File: config.mk
export PLATFORM = sky130hd
export DESIGN_NAME = blake2_digest_serializer
export DESIGN_NICKNAME = d
export VERILOG_FILES = /design/src/rtl/blake2_digest_serializer.sv
export SDC_FILE = /design/constraint.sdc
export NUM_CORES = 1
export LEC_CHECK = 0
export CORE_ASPECT_RATIO = 1.25
export CORE_UTILIZATION = 45
export CTS_CLUSTER_DIAMETER = 60
export DETAILED_ROUTE_END_ITERATION = 10
export PLACE_DENSITY = 0.74
export SYNTH_ARGS = -nofsm -noshare
export SYNTH_HDL_FRONTEND = slang
export SYNTH_HIERARCHICAL = 1
export SYNTH_SLANG_ARGS = --single-unit
File: constraint.sdc
create_clock -name clk -period 6.7 [get_ports clk]
set_clock_uncertainty 0.2 [all_clocks]
set_input_delay 1.675 -clock clk [delete_from_list [all_inputs] [get_ports clk]]
set_output_delay 1.675 -clock clk [all_outputs]
set_load 0.005 [all_outputs]
File: src/rtl/blake2_digest_serializer.sv
// BLAKE2 digest serializer: captures a core digest and streams it out as
// BUS_WIDTH words over valid/ready, with per-byte keep and a last marker.

// One output byte lane: passes its byte through when it lies inside the
// remaining digest length, otherwise forces zero and clears its keep bit.
module blake2_out_lane #(
  parameter int LANE  = 0,
  parameter int LEN_W = 7
) (
  input  logic             active,
  input  logic [LEN_W-1:0] rem,
  input  logic [7:0]       byte_in,
  output logic [7:0]       byte_out,
  output logic             keep
);
  assign keep     = active && (rem > LEN_W'(LANE));
  assign byte_out = keep ? byte_in : 8'h00;
endmodule

module blake2_digest_serializer #(
  parameter int BUS_WIDTH    = 64,
  parameter int DIGEST_WIDTH = 512
) (
  input  logic                    clk,
  input  logic                    reset_n,
  input  logic                    digest_valid,
  input  logic [DIGEST_WIDTH-1:0] digest,
  input  logic [6:0]              digest_len,
  input  logic                    flush,
  output logic [BUS_WIDTH-1:0]    dout,
  output logic [BUS_WIDTH/8-1:0]  dout_keep,
  output logic                    valid_out,
  input  logic                    ready_in,
  output logic                    last_out,
  output logic                    digest_accept,
  output logic                    overflow
);
  localparam int BUS_BYTES = BUS_WIDTH / 8;
  localparam int MAX_BYTES = DIGEST_WIDTH / 8;
  localparam int NWORDS    = DIGEST_WIDTH / BUS_WIDTH;
  localparam int IDX_W     = (NWORDS > 1) ? $clog2(NWORDS) : 1;
  localparam int LEN_W     = $clog2(MAX_BYTES + 1);

  typedef enum logic {IDLE, SEND} state_t;

  state_t                        state_q, state_d;
  logic [IDX_W-1:0]              idx_q, idx_d, last_idx_q;
  logic [LEN_W-1:0]              len_q, len_cap, rem;
  logic [DIGEST_WIDTH-1:0]       digest_q;
  logic                          overflow_q;
  logic                          cap, send, last;
  logic [NWORDS-1:0][BUS_WIDTH-1:0] words;
  logic [BUS_WIDTH-1:0]          cur_word;

  // Zero or oversize lengths mean "full digest".
  assign len_cap = (digest_len == '0 || int'(digest_len) > MAX_BYTES)
                   ? LEN_W'(MAX_BYTES) : LEN_W'(digest_len);

  assign send = (state_q == SEND);
  assign last = send && (idx_q == last_idx_q);

  // Next-state, index advance, capture strobe and back-pressure.
  always_comb begin
    state_d       = state_q;
    idx_d         = idx_q;
    cap           = 1'b0;
    digest_accept = !send || (ready_in && last);
    if (flush) begin
      state_d = IDLE;
      idx_d   = '0;
    end else begin
      case (state_q)
        IDLE: begin
          if (digest_valid) begin
            cap     = 1'b1;
            state_d = SEND;
            idx_d   = '0;
          end
        end
        SEND: begin
          if (ready_in) begin
            if (last) begin
              idx_d = '0;
              if (digest_valid) cap = 1'b1;   // back-to-back, stay in SEND
              else              state_d = IDLE;
            end else begin
              idx_d = idx_q + IDX_W'(1);
            end
          end
        end
        default: begin
          state_d = IDLE;
          idx_d   = '0;
        end
      endcase
    end
  end

  // State, index and capture registers; overflow is sticky until reset.
  always_ff @(posedge clk or negedge reset_n) begin
    if (!reset_n) begin
      state_q    <= IDLE;
      idx_q      <= '0;
      last_idx_q <= '0;
      len_q      <= '0;
      digest_q   <= '0;
      overflow_q <= 1'b0;
    end else begin
      state_q <= state_d;
      idx_q   <= idx_d;
      if (cap) begin
        digest_q   <= digest;
        len_q      <= len_cap;
        last_idx_q <= IDX_W'((int'(len_cap) + BUS_BYTES - 1) / BUS_BYTES - 1);
      end
      if (digest_valid && !digest_accept && !flush) overflow_q <= 1'b1;
    end
  end

  // Word select and per-lane masking, decoded from registered state only.
  assign words    = digest_q;
  assign cur_word = words[idx_q];
  assign rem      = len_q - LEN_W'(idx_q) * LEN_W'(BUS_BYTES);

  for (genvar i = 0; i < BUS_BYTES; i++) begin : g_lane
    blake2_out_lane #(.LANE(i), .LEN_W(LEN_W)) u_lane (
      .active   (send),
      .rem      (rem),
      .byte_in  (cur_word[8*i +: 8]),
      .byte_out (dout[8*i +: 8]),
      .keep     (dout_keep[i])
    );
  end

  assign valid_out = send;
  assign last_out  = last;
  assign overflow  = overflow_q;
endmodule

==> reports/metrics.cfg <==
[detailed_routing]
drtIter0Drc = 840
wirelength_um = 71220
antenna_left = 0
num_vias = 16316
dr.pass1.iters = 5
viasPerCell = 5.353
wl_per_cell_um = 23.37
remaining_drc_errors = 0

[sta]
period_share_pct = 93.45
final-setup-viol-count = 0
setup_tns_ps = 0
worst_slew_pin_slew_ps = 1210
fmax_ghz = 0.1597
final_max_slew_viol_count = 0
relSlewSlack_pct = 18.94
whs_ps = 279.5
hold_viol = 0
rsz0062_at_grt = false
min_period_ps = 6261

[cts]
hold_buffers = 0
tritoncts = yes
root_buffer = clkbuf_16
insertion_delay_ps = 590
cts_made_buffers = 55
cts_buffer_depth = 3
cts_setup_buffers = 0
htree_levels = 2
post_cts_resized = 0
cts_sinks = 527
clk_pin_slew_ps = 60

[finish]
area_growth_pct = 33.31
fillers = 4233
final_common_cell = clkdlybuf4s50_1
final_cell_mix = clkdlybuf4s50_1 (598), dfrtp_1 (523), mux2_1 (406)
nets = 2776
drive_gt1_share_pct = 15.76
final_cells = 3048

[pwr]
power_mw = 9.281
p_per_area_nw_per_um2 = 281.0
internal_power_mw = 6.911
power_frac_seq_pct = 45.4
comb_power_share_pct = 20.5
power_frac_clock_pct = 34.1
switching_power_mw = 2.371
p_sw_share_pct = 25.54
p_leak_nw = 13.36
vdd_drop_max_mv = 0.2098

[global_route]
grt_usage_pct = 25.57
grt_max_degree = 172
antenna_found_initial = 36
gr-total-overflow = 0
grt_first_pass_wirelength_um = 107400
grt_pass1_vias = 18084

[place]
place.gp.congestion = 0.8345
dp_cells = 2916
io_buffers = 599
dp_hpwl_um = 49830

[worst_setup_path]
worstReg2RegStart = idx_q[0]$_DFFE_PN0P_
crit_path_end_kind = primary output
worst_ep_arrival_time_ps = 4390
rr_worst_depth = 7
crit_type = reg -> out
required_ps = 4830
regToRegSetupSlack_ps = 2620
worst_setup_path_start_kind = flip-flop
reg2reg_to = digest_q[384]$_DFFE_PN0P_
path_max_fanout = 39

[hold_path]
holdCritPathClass = reg -> reg
hold_start = digest_q[495]$_DFFE_PN0P_
hold_path_depth = 1
hold_end = digest_q[495]$_DFFE_PN0P_

[yosys]
synth-seq-area-share_pct = 53.22
syn_inst = 1685
synth_fp_nets = 2215
avgSynthCellArea_um2 = 14.71
synth_seq_cells = 527
yosys_warnings = 6
synth.distinct_cells = 42
synth_area_um2 = 24780

[run]
cap_violations = 0

[floorplanning]
start_util_pct = 45.82
die_h_um = 264.4
dieWidth_um = 211.9
die-area_um2 = 56010
rows = 95
core_um2 = 54080
ios = 600

[status]
status = complete, no violations

-- synthesized netlist by cell type (all sizes together) --
cell type  number  area share, %
nand3           1          0.020
o21ai           1          0.020
dfrtp         527             53
a21o            1          0.030
and2            2          0.050
and3            8           0.20
nor3b           1          0.050
xor2            3           0.11
nor2            5          0.076
o41a            1          0.045
nor2b           4           0.10
clkinv          1          0.015
mux4          128             12
nor4b           2          0.071
a31o            1          0.035
a21boi          7           0.21
fa              1          0.081
clkbuf         32           0.48
mux2          518             24
nand2b          5           0.13
or3             1          0.025
buf            79            3.1
o311ai          1          0.035
nand2         252            3.8
ha              5           0.25
inv            12           0.18
or4             1          0.030
nand3b          1          0.030
nor3            4           0.10
nor4            7           0.60
o21bai          1          0.030
xnor2           4           0.14
mux2i           6           0.24
a21oi          60            1.2
o31ai           1          0.030
a32o            1          0.040
-- power groups by stage --
stage | Clock [mW] | Sequential, mW | Combinational (mW)
4_1_cts | 3.24 | 4.21 | 1.93
3_3_place_gp | 0 | 4.22 | 1.86
5_1_grt | 3.35 | 4.29 | 2.07
6_report | 3.16 | 4.21 | 1.91
3_5_place_dp | 0 | 4.27 | 1.92
2_1_floorplan | 0 | 4.09 | 1.22
-- state kept, by name, summed over array words and instances, names as in the netlist --
| signal | count |
|---|---|
| digest_q | 512 |
| len_q | 7 |
| idx_q | 3 |
| last_idx_q | 3 |
| overflow | 1 |
| valid_out | 1 |
-- final cells by class --
class	instances	area, µm²	area share (%)
clock inverters	13	172.7	0.5227
diodes	31	77.57	0.2348
inverters	13	50.05	0.1515
flip-flops and latches	527	13200	39.97
repair buffers	615	6233	18.87
well taps	727	909.6	2.754
clock buffers	88	1713	5.185
multi-input cells	1034	10670	32.31
-- worst max-delay path: stages, from the launching register on --
cell             delay [ps]
dfrtp_4                 840
inv_1                   100
ha_1                    320
a21o_1                  120
a21oi_1                 100
xnor2_2                 930
clkinv_1                560
a21oi_1                 280
clkdlybuf4s50_1         530
-- how the worst max path moves through the flow --
stage | to | from | slack, ps | cells past startpoint
2_1_floorplan | dout[24] | idx_q[1]$_DFFE_PN0P_ | 1440 | 10
3_3_place_gp | dout[25] | idx_q[1]$_DFFE_PN0P_ | 1060 | 8
5_1_grt | dout[25] | idx_q[1]$_DFFE_PN0P_ | 200 | 8
6_report | dout[25] | idx_q[1]$_DFFE_PN0P_ | 440 | 8
3_5_place_dp | dout[25] | idx_q[1]$_DFFE_PN0P_ | 1060 | 8
4_1_cts | dout[25] | idx_q[1]$_DFFE_PN0P_ | 370 | 8
-- metrics by stage --
step,area [µm²],utilization [%],worst slack [ps]
6_report,33030,61.08,439.0
5_1_grt,33020,61.06,196.8
4_1_cts,32960,60.93,374.5
3_5_place_dp,31070,57.45,1065
3_3_place_gp,31070,57.45,1065
2_1_floorplan,24780,-,1441
-- kinds of logic (layout without fill, tap and decap cells) --
group | count (synthesis) | count (layout) | synth area share (%)
compound gates | 75 | 75 | 1.692
xor+xnor | 7 | 7 | 0.2474
fa+ha+maj | 6 | 6 | 0.3333
buf+inv | 124 | 729 | 3.787
flops | 527 | 527 | 53.22
mux | 652 | 652 | 35.42
other cells | 0 | 31 | 0
simple gates | 294 | 294 | 5.302
-- per-layer routing --
layer	GRT usage [%]	up-vias	routed length (µm)
met3	7.973	145	5508
met4	11.61	12	2618
li1	-	7237	-
met2	43.85	494	36750
met1	29.05	8428	26260
met5	0	-	84
Note: power is estimated with default switching activity, not from simulation.
